--- src/rtl/fetch_pkg.sv ---
// Shared types for the instruction fetch unit: FSM encoding, widths and queue entry layout.
package fetch_pkg;

    localparam int INSTR_W = 32;
    localparam int ADDR_W  = 32;

    typedef enum logic [1:0] {
        IDLE  = 2'd0,
        RUN   = 2'd1,
        DRAIN = 2'd2
    } fetch_state_e;

    typedef struct packed {
        logic [ADDR_W-1:0]  pc;
        logic [INSTR_W-1:0] instr;
    } fetch_entry_t;

endpackage

--- src/rtl/fetch_queue.sv ---
// Generic synchronous FIFO with push/pop/flush, occupancy count and registered storage head.
// Also intended for the data-side load buffer, so it carries no fetch-specific knowledge.
module fetch_queue #(
    parameter int DEPTH = 4,
    parameter int WIDTH = 64
) (
    input  logic                   clk,
    input  logic                   rst_n,
    input  logic                   push,
    input  logic [WIDTH-1:0]       push_data,
    input  logic                   pop,
    input  logic                   flush,
    output logic [$clog2(DEPTH):0] count,
    output logic [WIDTH-1:0]       head
);

    localparam int PW = $clog2(DEPTH);
    localparam int CW = PW + 1;

    logic [WIDTH-1:0] mem [DEPTH];
    logic [PW-1:0]    wr_ptr;
    logic [PW-1:0]    rd_ptr;
    logic             do_push;
    logic             do_pop;

    // A full queue still accepts a push when the head leaves in the same cycle.
    assign do_pop  = pop & (count != '0);
    assign do_push = push & ((count < CW'(DEPTH)) | do_pop);
    assign head    = mem[rd_ptr];

    always_ff @(posedge clk or negedge rst_n) begin
        if (!rst_n) begin
            wr_ptr <= '0;
            rd_ptr <= '0;
            count  <= '0;
            for (int i = 0; i < DEPTH; i++) mem[i] <= '0;
        end else if (flush) begin
            wr_ptr <= '0;
            rd_ptr <= '0;
            count  <= '0;
        end else begin
            if (do_push) begin
                mem[wr_ptr] <= push_data;
                wr_ptr      <= wr_ptr + PW'(1);
            end
            if (do_pop) rd_ptr <= rd_ptr + PW'(1);
            count <= count + CW'(do_push) - CW'(do_pop);
        end
    end

endmodule

--- src/rtl/instruction_fetch_unit.sv ---
// PC owner and imem read initiator; credit-limited issue, fixed-latency response pipe, decode queue.
// Optional FETCH_STALL_COUNT_EN adds a saturating stall_cycles counter of credit-starved RUN cycles.
//   state | meaning
//   IDLE  | no fetching, waiting for fetch_enable
//   RUN   | issuing requests while credit allows
//   DRAIN | no new requests, waiting for in-flight responses
module instruction_fetch_unit
    import fetch_pkg::*;
#(
    parameter logic [31:0] RESET_PC     = 32'd0,
    parameter int          IMEM_LATENCY = 2,
    parameter int          QUEUE_DEPTH  = 4
) (
    input  logic        clk,
    input  logic        rst_n,
    input  logic        fetch_enable,
    input  logic        redirect_valid,
    input  logic [31:0] redirect_target,
    output logic [31:0] imem_address,
    output logic        imem_read_enable,
    input  logic [31:0] imem_data_in,
    output logic        instr_valid,
    input  logic        instr_ready,
    output logic [31:0] instr_data,
    output logic [31:0] instr_pc,
    output logic        fetch_busy
`ifdef FETCH_STALL_COUNT_EN
    ,
    output logic [31:0] stall_cycles
`endif
);

    fetch_state_e                    state;
    fetch_state_e                    next_state;
    logic [ADDR_W-1:0]               pc;
    logic [IMEM_LATENCY-1:0]         pipe_valid;
    logic [ADDR_W-1:0]               pipe_pc [IMEM_LATENCY];
    logic [$clog2(QUEUE_DEPTH):0]    q_count;
    fetch_entry_t                    q_head;
    fetch_entry_t                    q_push_data;
    logic                            q_push;
    logic                            pop;
    logic                            credit_ok;
    logic                            issue;

    assign pop         = instr_valid & instr_ready;
    assign q_push      = pipe_valid[IMEM_LATENCY-1] & ~redirect_valid;
    assign q_push_data = '{pc: pipe_pc[IMEM_LATENCY-1], instr: imem_data_in};

    // Credit covers the queue, the response pipe and the request on the bus now;
    // a pop this cycle frees one slot, which keeps the stream at one word per cycle.
    assign credit_ok = (int'(q_count) + $countones(pipe_valid) + int'(imem_read_enable)
                        - int'(pop)) < QUEUE_DEPTH;

    always_comb begin
        next_state = state;
        unique case (state)
            IDLE:    next_state = fetch_enable ? RUN : IDLE;
            RUN:     next_state = fetch_enable ? RUN : DRAIN;
            DRAIN:   next_state = fetch_enable ? RUN : ((pipe_valid == '0) ? IDLE : DRAIN);
            default: next_state = IDLE;
        endcase
    end

    // Issue is decided for the state being entered, so the strobe is only ever high in RUN.
    assign issue = (next_state == RUN) & ~redirect_valid & credit_ok;

    always_ff @(posedge clk or negedge rst_n) begin
        if (!rst_n) begin
            state            <= IDLE;
            pc               <= RESET_PC;
            imem_address     <= RESET_PC;
            imem_read_enable <= 1'b0;
            pipe_valid       <= '0;
            for (int i = 0; i < IMEM_LATENCY; i++) pipe_pc[i] <= '0;
        end else begin
            state            <= next_state;
            imem_read_enable <= issue;
            if (redirect_valid) begin
                pc <= redirect_target;
            end else if (issue) begin
                imem_address <= pc;
                pc           <= pc + 32'd1;
            end
            pipe_valid[0] <= imem_read_enable & ~redirect_valid;
            pipe_pc[0]    <= imem_address;
            for (int i = 1; i < IMEM_LATENCY; i++) begin
                pipe_valid[i] <= pipe_valid[i-1] & ~redirect_valid;
                pipe_pc[i]    <= pipe_pc[i-1];
            end
        end
    end

    fetch_queue #(
        .DEPTH (QUEUE_DEPTH),
        .WIDTH ($bits(fetch_entry_t))
    ) u_queue (
        .clk       (clk),
        .rst_n     (rst_n),
        .push      (q_push),
        .push_data (q_push_data),
        .pop       (pop),
        .flush     (redirect_valid),
        .count     (q_count),
        .head      (q_head)
    );

    assign instr_valid = (q_count != '0);
    assign instr_data  = q_head.instr;
    assign instr_pc    = q_head.pc;
    assign fetch_busy  = (q_count != '0) | (|pipe_valid);

`ifdef FETCH_STALL_COUNT_EN
    always_ff @(posedge clk or negedge rst_n) begin
        if (!rst_n) begin
            stall_cycles <= '0;
        end else if ((next_state == RUN) && !redirect_valid && !credit_ok && (stall_cycles != '1)) begin
            stall_cycles <= stall_cycles + 32'd1;
        end
    end
`endif

endmodule
--- config.mk ---
export PLATFORM = sky130hd
export DESIGN_NAME = instruction_fetch_unit
export DESIGN_NICKNAME = d
export VERILOG_FILES = /design/src/rtl/fetch_pkg.sv /design/src/rtl/fetch_queue.sv /design/src/rtl/instruction_fetch_unit.sv
export SDC_FILE = /design/constraint.sdc
export NUM_CORES = 1
export LEC_CHECK = 0
export ABC_AREA = 1
export ABC_CLOCK_PERIOD_IN_PS = 5340
export BUFFER_PORTS_ARGS = -buffer_cell sky130_fd_sc_hd__buf_2
export CAP_MARGIN = 20
export CORE_UTILIZATION = 35
export CTS_BUF_LIST = sky130_fd_sc_hd__clkbuf_8
export DETAILED_ROUTE_END_ITERATION = 16
export PLACE_DENSITY = 0.61
export SYNTH_ARGS = -nofsm -noshare
export SYNTH_HDL_FRONTEND = slang
export SYNTH_HIERARCHICAL = 1
export SYNTH_SLANG_ARGS = --single-unit
export TNS_END_PERCENT = 50
--- constraint.sdc ---
create_clock -name clk -period 5.34 [get_ports clk]
set_input_delay 0.267 -clock clk [delete_from_list [all_inputs] [get_ports clk]]
set_output_delay 0.267 -clock clk [all_outputs]
set_load 0.005 [all_outputs]
# Word level (Yosys, flattened, before mapping)
# Cells that the tools add are included.
[op_classes]
add_sub_neg = 9
n_lt_le_gt_ge = 5
n_eq_ne = 3
muxes = 18
bitwise_logic = 13
n_reduce_logical = 10
[op_table]
columns = ["cell", "n"]
rows = [
  ["bitwise mux 256 bit", 1],
  ["two-way mux 64 bit", 3],
  ["binary-select mux 64 bit (select 2 bit)", 1],
  ["demux 64 bit (select 2 bit)", 1],
  ["two-way mux 32 bit", 2],
  ["adder 32 x 1 -> 32 bit, second input constant", 1],
  ["two-way mux 2 bit", 7],
  ["AND 1 bit", 8],
  [">= comparator 3 bit, second input constant", 2],
  ["less-than comparator 6 x 4 -> 1 bit, second input constant", 1],
  ["NOT 2 -> 3 bit", 2],
  ["one-hot mux 2 bit (3 select lines)", 1],
  ["nonzero test 2 bit", 3],
  ["subtractor 5 x 1 -> 6 bit", 1],
  ["adder 4 x 1 -> 5 bit", 1],
  ["adder 2 x 1 -> 2 bit, second input constant", 2],
  ["adder 3 x 2 -> 4 bit", 1],
  ["== test 2 x 1 -> 1 bit, second input constant", 2],
  ["zero test 2 bit", 2],
  ["AND reduction 2 bit", 2],
  ["adder 3 x 1 -> 3 bit", 1],
  ["less-than comparator 3 x 1 -> 1 bit, second input constant", 1],
  ["less-than comparator 3 bit, second input constant", 1],
  ["two-way mux 3 bit", 1],
  ["9 further kinds", 10],
]
[word_totals]
regBits = 396
input_bits = 69
out_inout_bits = 99
elab_cells = 72

# Longest topological paths before layout
# Gate-level depths: netlist of run 1.
[logic_depth]
ltp_word = 9
mapped_depth = 20
mapped_depth_nobuf = 18

# Hierarchy
# Netlist of run 1, hierarchy kept.
[by_module_without_submodules]
columns = ["mod", "instances", "cells_per_inst", "area_per_inst_um2", "seq_area_each_um2"]
rows = [
  ["fetch_queue", 1, 1558, 12816.0, 6581.3],
  ["instruction_fetch_unit", 1, 651, 5654.2, 3328.2],
]

# Least setup slack after synthesis of run 1
# OpenSTA, ideal clock, no wires.
[synth_timing]
path_type = "reg-to-reg"
startpoint = "register u_queue.count[2]"
endpoint = "register pc[26]"
setup_time_ps = 117
t_arrival_ps = 2677
required_time_ps = 5223
setup_slack_ps = 2545
stages_incl_launch_ff = 21
n_path_buf = 2
period_less_slack_ps = 2795
cell_sequence = "dfrtp_1 > inv_2 > nand3_1 > and2_1 > ha_1 > inv_1 > fa_1 > ha_1 > nand3_1 > nand2_1 > nand2_1 > nand2_1 > nand2_1 > nand2_2 > nand2_4 > nand2_2 > buf_6 > inv_2 > buf_6 > nand2_1 > nand2_1"
[synth_via]
elab_chain_cells = 6
word_cells_on_any_way = 8
cone_classes = "3 x add/sub; 1 x order compare; 2 x bitwise; 2 x reduce/logical"
[synth_rtl]
columns = ["item", "line_no", "source"]
rows = [
  ["start: declaration", "fetch_queue.sv:13", "output logic [$clog2(DEPTH):0] count,"],
  ["start signal: assignment", "fetch_queue.sv:47", "count <= count + CW'(do_push) - CW'(do_pop);"],
  ["nonzero test 3 bit", "instruction_fetch_unit.sv:108", "assign instr_valid = (q_count != '0);"],
  ["via instr_valid", "instruction_fetch_unit.sv:22", "output logic instr_valid,"],
  ["AND 1 bit", "instruction_fetch_unit.sv:46", "assign pop = instr_valid & instr_ready;"],
  ["via pop", "instruction_fetch_unit.sv:42", "logic pop;"],
  ["subtractor 5 x 1 -> 6 bit", "instruction_fetch_unit.sv:53", "- int'(pop)) < QUEUE_DEPTH;"],
  ["less-than comparator 6 x 4 -> 1 bit", "instruction_fetch_unit.sv:53", ""],
  ["AND 1 bit", "instruction_fetch_unit.sv:66", "assign issue = (next_state == RUN) & ~redirect_valid & credit_ok;"],
  ["nonzero test 2 bit (no line)", "n/a", ""],
  ["end signal: assignment", "instruction_fetch_unit.sv:80", "pc <= redirect_target;"],
  ["end signal: assignment", "instruction_fetch_unit.sv:83", "pc <= pc + 32'd1;"],
  ["end: declaration", "instruction_fetch_unit.sv:35", "logic [ADDR_W-1:0] pc;"],
]
# The timed path passes the listed nets, and every way through them passes these cells.
# A chain may end at the register's enable or synchronous reset.

# Worst setup path after layout of run 1
[layout_timing]
startpoint = "register u_queue.count[2]"
endpoint = "register pc[30]"
[layout_via]
elab_chain_cells = 6
word_cells_on_any_way = 8
cone_classes = "3 x add/sub; 1 x order compare; 2 x bitwise; 2 x reduce/logical"
[layout_rtl]
columns = ["item", "line_no"]
rows = [
  ["nonzero test 3 bit", "instruction_fetch_unit.sv:108"],
  ["AND 1 bit", "instruction_fetch_unit.sv:46"],
  ["via pop", "instruction_fetch_unit.sv:42"],
  ["subtractor 5 x 1 -> 6 bit", "instruction_fetch_unit.sv:53"],
  ["less-than comparator 6 x 4 -> 1 bit", "instruction_fetch_unit.sv:53"],
  ["AND 1 bit", "instruction_fetch_unit.sv:66"],
  ["nonzero test 2 bit (no line)", "n/a"],
]
# The timed path passes the listed nets, and every way through them passes these cells.

==> results of run 1 <==
## critical path, cell delays in order, from the launching register on
cell and delay (ns):
dfrtp_1 0.50, inv_2 0.15, nand3_1 0.09, and2_1 0.21, ha_1 0.29, inv_1 0.04, fa_1 0.36, ha_1 0.29
nand3_1 0.07, nand2_1 0.07, nand2_1 0.06, nand2_1 0.04, nand2_1 0.06, nand2_2 0.06, nand2_4 0.41, nand2_2 0.39
inv_2 0.40, nand2_1 0.11, nand2_1 0.09
## cells by family after synthesis
| group | count (synthesis) | share of synthesized area [%] |
|---|---|---|
| AOI/OAI and AO/OA | 240 | 7.05 |
| xor gates and xnor gates | 7 | 0.332 |
| adders and majority gates | 16 | 1.17 |
| buffers and inverters | 235 | 6.52 |
| DFF | 396 | 53.7 |
| and+or+nand+nor | 1315 | 31.3 |
## cell type report
class	count	area (um^2)
fill	5201	30200
clock inverter	35	151
timing repair buffer	249	1670
multi-input combinational	1578	7400
sequential	396	9910
clock buffer	91	1250
inverter	66	258
tap	680	851
## layer usage
layer | routed length, um | up-vias | track usage, %
met1 | 25300 | 7899 | 29.8
met4 | 1210 | 0 | 7.13
met2 | 26000 | 697 | 32.9
met3 | 4200 | 94 | 3.71
li1 | - | 7711 | -
met5 | 0 | - | 0
## power by group through the flow
stage / Combinational [W] / Clock, W / Sequential, W
final: 0.000882 / 0.00279 / 0.00362
after detailed placement: 0.000858 / 0 / 0.00367
after global routing: 0.00100 / 0.00301 / 0.00367
after floorplan: 0.000458 / 0 / 0.00356
after CTS: 0.000898 / 0.00288 / 0.00362
after global placement: 0.000846 / 0 / 0.00366
## registers in the layout, indices dropped and copies added (netlist names)
signal / count
u_queue/rd_ptr: 2
u_queue/count: 3
pipe_pc: 64
pc: 32
u_queue/wr_ptr: 2
imem_read_enable: 1
state: 2
u_queue/mem: 256
pipe_valid: 2
imem_address: 32
## cells in the mapped netlist, drive strengths merged
cell type | n | share of area, %
a21oi | 2 | 0.12
a31oi | 5 | 0.17
and2 | 1 | 0.034
buf | 97 | 3.7
clkbuf | 72 | 1.5
clkinv | 2 | 0.041
dfrtp | 396 | 54
fa | 2 | 0.22
ha | 14 | 0.95
inv | 64 | 1.3
nand2 | 782 | 16
nand3 | 50 | 1.4
nand3b | 1 | 0.041
nand4 | 265 | 9.1
nor2 | 204 | 4.3
nor3b | 1 | 0.041
o21a | 1 | 0.041
o21ai | 167 | 4.5
o22ai | 65 | 2.2
or2 | 11 | 0.37
xor2 | 7 | 0.33
## stage by stage
| step | worst slack (ns) | cell area [um^2] | hold WS (ns) |
|---|---|---|---|
| floorplan | 2.55 | 18500 | -0.0286 |
| global placement | 1.66 | 19500 | 0.266 |
| detailed placement | 1.55 | 19500 | 0.268 |
| CTS | 1.51 | 21500 | 0.0219 |
| global route | 1.09 | 21500 | 0.0371 |
| finish | 1.52 | 21500 | 0.0576 |
## final timing paths
kind                       depth (start not counted)                 to          startpoint
setup / recovery                                  18             pc[30]    u_queue/count[2]
hold / removal                                     5              pc[6]  redirect_target[6]
setup reg to reg                                  18             pc[30]    u_queue/count[2]
hold reg to reg                                    0        pipe_pc[22]         pipe_pc[54]
max in group asynchronous                          3  u_queue/rd_ptr[0]               rst_n
min in group asynchronous                          2     u_queue/mem[8]               rst_n
==> results.yml, run 1 <==
status:
  status: "completed"
critical_path:
  worst_ep_required_time_ns: 5.90
  critPathLaunchType: "register"
  regToRegSetupSlack_ns: 1.52
  cp-end-kind: "register"
  critPathKind: "register to register"
  arrival_ns: 4.38
  cp_max_fo: 64
timing:
  rsz0062_at_grt: "false"
  drv_slew: 0
  tns_ns: 0
  setup_viol: 0
  fmax_ghz: 0.262
  hold_violations: 0
  slew_headroom_pct: 25.7
  clock_skew_ns: 0.0227
  worst_pin_slew_ns: 1.11
  final.period_utilization_pct: 71.6
  min_period_ns: 3.82
routing:
  route.detailed.drc: 0
  wire_per_inst_um: 18.3
  first_pass_iters: 5
  drt-vias-per-instance: 5.30
  vias: 16401
  drt_wl_total_um: 56800
  drtIter0Drc: 1629
  ant_nets: 0
clock_tree:
  cts_setup_buffers: 0
  root_buffer: "clkbuf_8"
  clk_pin_slew_worst_paths_ns: 0.06
  cts_resized: 0
  clock-sinks: 396
  cts_buffers: 72
  cts_max_path_buffers: 3
  tritoncts: "built"
  ctsHtreeMaxLevel: 3
  cts-hold-fix-buffers: 61
  clk_latency_ns: 0.64
final_layout:
  final_cells: 3095
  mostFrequentLayoutCell: "nand2_1"
  fin_nets: 2448
  final_core_util_pct: 41.6
  syn_to_final_growth_pct: 16.4
  final_cell_mix: "nand2_1 (775), dfrtp_1 (394), nand4_1 (261)"
  antenna_cells: 0
  drive_above_1_share_pct: 13.7
floorplan:
  die_x_um: 232
  coreArea_um2: 51700
  initial_core_util_pct: 35.7
  fp.dieH_um: 232
  die-area_um2: 53700
  rows: 83
  io_pins: 168
global_route:
  grt_max_degree: 181
  grt_usage_pct: 21.2
  antenna_found_initial: 0
  grt_pass1_wl_um: 89600
  grt_overflow_total: 0
  grt_pass1_vias: 15882
place:
  place_hpwl_um: 30600
  gp_congestion: 0.934
  numPortBuffers: 167
  dp.cells: 2907
logic_synthesis:
  synthCells: 2209
  synth_area_per_cell_um2: 8.36
  synth-seq-area-share_pct: 53.7
  synth_nets: 2294
  ys_warn_count: 6
  yosys.cell_types.count: 35
  synth-seq-cells: 396
  synth_area_um2: 18500
min_path:
  min_path_type: "input port to register"
power:
  p_leak_nw: 11.3
  seq_power_share_pct: 49.6
  p_switching_w: 0.00210
  p_int_w: 0.00520
  ir_drop_mv: 0.180
  switching_share_pct: 28.8
  p_clk_share_pct: 38.3
  power_density_nw_per_um2: 340
  combinationalPowerShare_pct: 12.1
  finalPower_w: 0.00730
flow_run:
  cap_violations: 0
Power figures use the tool's default switching activity.
==> run 2, diff against run 1 <==
Settings changed: ABC_CLOCK_PERIOD_IN_PS 5340 to 3600.
Clock period 5.34 ns to 3.6 ns, I/O delays scaled along.
==> run 2 against run 1 <==
  * Setup slack got worse by 1.2 ns
  * Final cell count rose by 0.94%
  * Critical path type unchanged
  * First-iteration DRC count shrank 15%
  * Largest power group unchanged
  * Utilization grew 0.86 points
  * Critical endpoint is now pc[27]
==> results.yml, run 2 (synthesis results as in run 1) <==
critical_path:
  cp_slowest_cell: "dfrtp_1"
  cpPeakStageDelay_ns: 0.50
  path_cells: "inv_2 > nand3_1 > and2_1 > ha_1 > inv_1 > fa_1 > ha_1 > nand3_1 > nand2_1 > nand2_1 > nand2_1 > nand2_1 > nand2_2 > nand2_4 > nand2_2 > inv_2 > nand2_1 > nand2_1"
  r2r_cells: 18
  crit_path_start: "u_queue/count[2]"
  arrival_ns: 3.87
  regToRegSetupSlack_ns: 0.31
  rr_startpoint: "u_queue/count[2]"
  cp-end-kind: "register"
  cp_max_fo: 21
  r2r-end: "pc[27]"
  worst_ep_required_time_ns: 4.17
  critPathCapture: "pc[27]"
  critPathKind: "register to register"
  cp_common_cell: "nand2_1"
  critPathLaunchType: "register"
clock_tree:
  cts_max_path_buffers: 3
  cts_setup_buffers: 0
  root_buffer: "clkbuf_8"
  ctsHtreeMaxLevel: 3
  clock-sinks: 396
  clk_latency_ns: 0.64
  tritoncts: "built"
  cts_buffers: 74
  clk_pin_slew_worst_paths_ns: 0.06
routing:
  ant_nets: 0
  route.detailed.drc: 0
  first_pass_iters: 5
  drt_wl_total_um: 57100
  drtIter0Drc: 1388
  vias: 16650
  drt-vias-per-instance: 5.33
  wire_per_inst_um: 18.3
global_route:
  grt_max_degree: 188
  gr-usage-met1_pct: 29.5
  antenna_found_initial: 0
  grt_usage_pct: 21.4
  grt_overflow_total: 0
  grt_use_met3_pct: 3.67
  gr-max-usage-layer: "met2"
  grt_pass1_vias: 16387
  grt_pass1_wl_um: 90900
  grt_use_met2_pct: 33.0
status:
  status: "completed"
timing:
  final.period_utilization_pct: 91.5
  clock_skew_ns: 0.0320
  worst_hold_slack_ns: 0.197
  min_period_ns: 3.29
  worst_pin_slew_ns: 1.06
  hold_violations: 0
  setup_viol: 0
  fmax_ghz: 0.304
  tns_ns: 0
  rsz0062_at_grt: "false"
  drv_slew: 0
  slew_headroom_pct: 29.4
final_layout:
  largestRegisters: "u_queue/mem: 256 flops, pipe_pc: 64 flops"
  postLayoutCellArea_um2: 21900
  mostFrequentLayoutCell: "nand2_1"
  fin_nets: 2476
  seqCellArea_um2: 9910
  top_register: "u_queue/mem"
  antenna_cells: 0
  syn_to_final_growth_pct: 18.8
  multiInputGateArea_um2: 7400
  largest_register_ffs: 256
  fill_cells: 5147
  drive_above_1_share_pct: 14.9
  final_cell_mix: "nand2_1 (775), dfrtp_1 (394), nand4_1 (261)"
floorplan:
  fp.dieH_um: 232
  rows: 83
  die_x_um: 232
  die-area_um2: 53700
  coreArea_um2: 51700
  initial_core_util_pct: 35.7
  io_pins: 168
place:
  numPortBuffers: 167
  post_dp_cell_area_um2: 19700
  place_hpwl_um: 33000
  gp_congestion: 0.899
min_path:
  min_path_type: "input port to asynchronous set/reset pin"
power:
  power_density_nw_per_um2: 513
  finalPower_w: 0.0113
  p_leak_nw: 11.5
  ir_drop_mv: 0.267
flow_run:
  cap_violations: 0
-- run 2: worst min-delay path by stage --
stage	start	end	slack, ns	depth (start not counted)
2_1_floorplan	rst_n	imem_address[0]	-0.12	0
3_3_place_gp	rst_n	u_queue/mem[203]	0.30	1
3_5_place_dp	rst_n	u_queue/mem[11]	0.31	1
4_1_cts	rst_n	u_queue/mem[206]	0.21	2
5_1_grt	rst_n	u_queue/mem[140]	0.26	2
6_report	rst_n	u_queue/mem[11]	0.20	2
-- run 2: what timing repair did --
item                                   CTS  global route
gates resized for setup                  0             0
hold buffers                            68             0
endpoints found under the hold margin  258             0
-- run 2: area by class of cell --
type / instances / share of cell area [%]
well taps: 680 / 3.88
clock buffers: 95 / 5.96
flip-flops and latches: 396 / 45.2
inverters: 66 / 1.17
multi-input cells: 1578 / 33.7
clock inverters: 34 / 1.14
repair buffers: 275 / 8.95
-- run 2: critical path: cells and delay by family, from the launching register on --
kind	cells	cell delay (ns)
flip-flops	1	0.50
buffers and inverters	3	0.60
adder cells (fa/ha/maj)	3	0.93
AND/OR/NAND/NOR	12	1.19
-- run 2: layer usage --
layer,wire (um),share of wire [%],vias to the layer above
met5,0,0,-
met4,1740,3.0,0
met3,4640,8.1,117
met2,25900,45,708
met1,24800,43,8052
li1,-,-,7773
-- run 2: through the flow --
| stage | utilization [%] | setup WS [ns] | cells |
|---|---|---|---|
| 2_1_floorplan | - | 0.805 | 2209 |
| 3_3_place_gp | 38.1 | 0.446 | 2927 |
| 3_5_place_dp | 38.1 | 0.315 | 2927 |
| 4_1_cts | 42.4 | 0.293 | 3124 |
| 5_1_grt | 42.4 | 0.0144 | 3124 |
| 6_report | 42.4 | 0.306 | 3124 |
-- run 2: report_power, final --
part / switching, W / internal, W
logic: 0.000797 / 0.000540
clock network: 0.00196 / 0.00259
registers: 0.000436 / 0.00494
total: 0.00319 / 0.00807
==> run 3, diff against run 2 <==
Settings changed: CELL_PAD_IN_SITES_DETAIL_PLACEMENT from default to 0, CELL_PAD_IN_SITES_GLOBAL_PLACEMENT from default to 1, PLACE_DENSITY 0.61 to 0.74, TNS_END_PERCENT 50 to 5.
==> run 3 against run 2 <==
  * Register-to-register slack improved by 0.05 ns
  * Critical endpoint is now pc[28]
  * Sequential share of layout area rose by 0.20 points
  * Critical path depth did not move
  * Via count fell by 1.3%
  * Clock power barely moved
  * Setup slack improved by 0.049 ns
  * Hold slack got worse by 0.14 ns
==> results.yml, run 3 (synthesis results as in run 1) <==
final_layout:
  mostFrequentLayoutCell: "nand2_1"
  fin_nets: 2465
  top_register: "u_queue/mem"
  final_cell_mix: "nand2_1 (775), dfrtp_1 (394), nand4_1 (261)"
  largest_register_ffs: 256
  final_core_util_pct: 42.3
  postLayoutCellArea_um2: 21900
  largestRegisters: "u_queue/mem: 256 flops, pipe_pc: 64 flops"
  syn_to_final_growth_pct: 18.3
  antenna_cells: 0
  drive_above_1_share_pct: 14.2
routing:
  vias: 16440
  route.detailed.drc: 0
  wire_per_inst_um: 18.5
  first_pass_iters: 6
  drt_wl_total_um: 57600
  ant_nets: 0
  drtIter0Drc: 1522
  drt-vias-per-instance: 5.27
clock_tree:
  cts-hold-fix-buffers: 67
  cts_setup_buffers: 0
  cts_max_path_buffers: 3
  ctsHtreeMaxLevel: 3
  root_buffer: "clkbuf_8"
  cts_buffers: 73
  tritoncts: "built"
  clock-sinks: 396
  cts_resized: 0
  clk_latency_ns: 0.63
  clk_pin_slew_worst_paths_ns: 0.06
place:
  post_dp_cell_area_um2: 19600
  gp_congestion: 0.854
  numPortBuffers: 167
  place_hpwl_um: 32200
timing:
  rsz0062_at_grt: "false"
  drv_slew: 0
  worst_hold_slack_ns: 0.0552
  min_period_ns: 3.25
  clock_skew_ns: 0.0115
  setup_viol: 0
  final.period_utilization_pct: 90.1
  slew_headroom_pct: 32.1
  hold_violations: 0
  fmax_ghz: 0.308
  worst_pin_slew_ns: 1.02
  tns_ns: 0
floorplan:
  initial_core_util_pct: 35.7
  die-area_um2: 53700
  rows: 83
  coreArea_um2: 51700
  fp.dieH_um: 232
  die_x_um: 232
  io_pins: 168
power:
  p_leak_nw: 11.5
  power_density_nw_per_um2: 514
  ir_drop_mv: 0.237
  finalPower_w: 0.0112
critical_path:
  worst_ep_required_time_ns: 4.17
  regToRegSetupSlack_ns: 0.35
  critPathKind: "register to register"
  rr_startpoint: "u_queue/count[2]"
  r2r_cells: 18
  cp-end-kind: "register"
  arrival_ns: 3.81
  critPathLaunchType: "register"
  critPathCapture: "pc[28]"
  cp_max_fo: 21
  r2r-end: "pc[28]"
  crit_path_start: "u_queue/count[2]"
global_route:
  grt_usage_pct: 21.6
  grt_pass1_vias: 16304
  grt_max_degree: 198
  antenna_found_initial: 0
  grt_pass1_wl_um: 91300
  grt_overflow_total: 0
min_path:
  min_path_type: "input port to register"
flow_run:
  cap_violations: 0
status:
  status: "completed"
-- run 3: cell count changes in the layout (fill, tap and decap cells not counted) --
cell and change:
inv_8 -1, buf_12 -2, dlygate4sd3_1 -1, inv_1 +10
clkinv_2 -4, inv_6 -2, clkinvlp_4 -3, buf_4 -7
clkbuf_8 +3
-- run 3: layout make-up --
class	count	area, um^2
clock buffers	98	1350
flip-flops and latches	396	9910
fillers	5190	29900
clock inverters	34	216
multi-input cells	1578	7400
well taps	680	851
inverters	66	258
repair buffers	265	1860
-- run 3: report_power, final --
part           leakage [nW]  switching [W]  internal, W
combinational          5.30       0.000794     0.000535
clock                 0.899        0.00190      0.00263
sequential             5.29       0.000428      0.00494
total                  11.5        0.00312      0.00810
-- run 3: how the worst min path moves through the flow --
stage / startpoint / to / slack [ns] / cells past startpoint
final: instr_ready / u_queue/rd_ptr[0] / 0.06 / 4
after global routing: instr_ready / u_queue/rd_ptr[0] / 0.02 / 4
after CTS: instr_ready / u_queue/rd_ptr[1] / 0.001 / 4
after detailed placement: rst_n / u_queue/mem[202] / 0.32 / 1
after global placement: rst_n / u_queue/mem[202] / 0.31 / 1
after floorplan: rst_n / imem_address[0] / -0.12 / 0
-- run 3: per-stage QoR --
step | setup slack [ns] | cells
after floorplan | 0.805 | 2209
after global placement | 0.397 | 2918
after detailed placement | 0.358 | 2918
after CTS | 0.341 | 3117
after global routing | 0.0547 | 3117
final | 0.355 | 3117
-- run 3: layer usage --
layer | GRT usage [%] | wire length, um | vias up
li1 | - | - | 7755
met1 | 29.1 | 25600 | 8010
met2 | 34.8 | 26900 | 563
met3 | 3.97 | 3470 | 112
met4 | 7.24 | 1620 | 0
met5 | 0 | 0 | -
-- run 3: worst max-delay path: stages, from the launching register on --
cell and delay [ns]:
dfrtp_1 0.50, inv_2 0.16, nand3_1 0.10, and2_1 0.21, ha_1 0.29, inv_1 0.04, fa_1 0.36, ha_1 0.27
nand3_1 0.07, nand2_1 0.06, nand2_1 0.06, nand2_1 0.04, nand2_1 0.06, nand2_2 0.06, nand2_4 0.13, nand2_2 0.19
inv_2 0.39, nand2_1 0.11, nand2_1 0.08
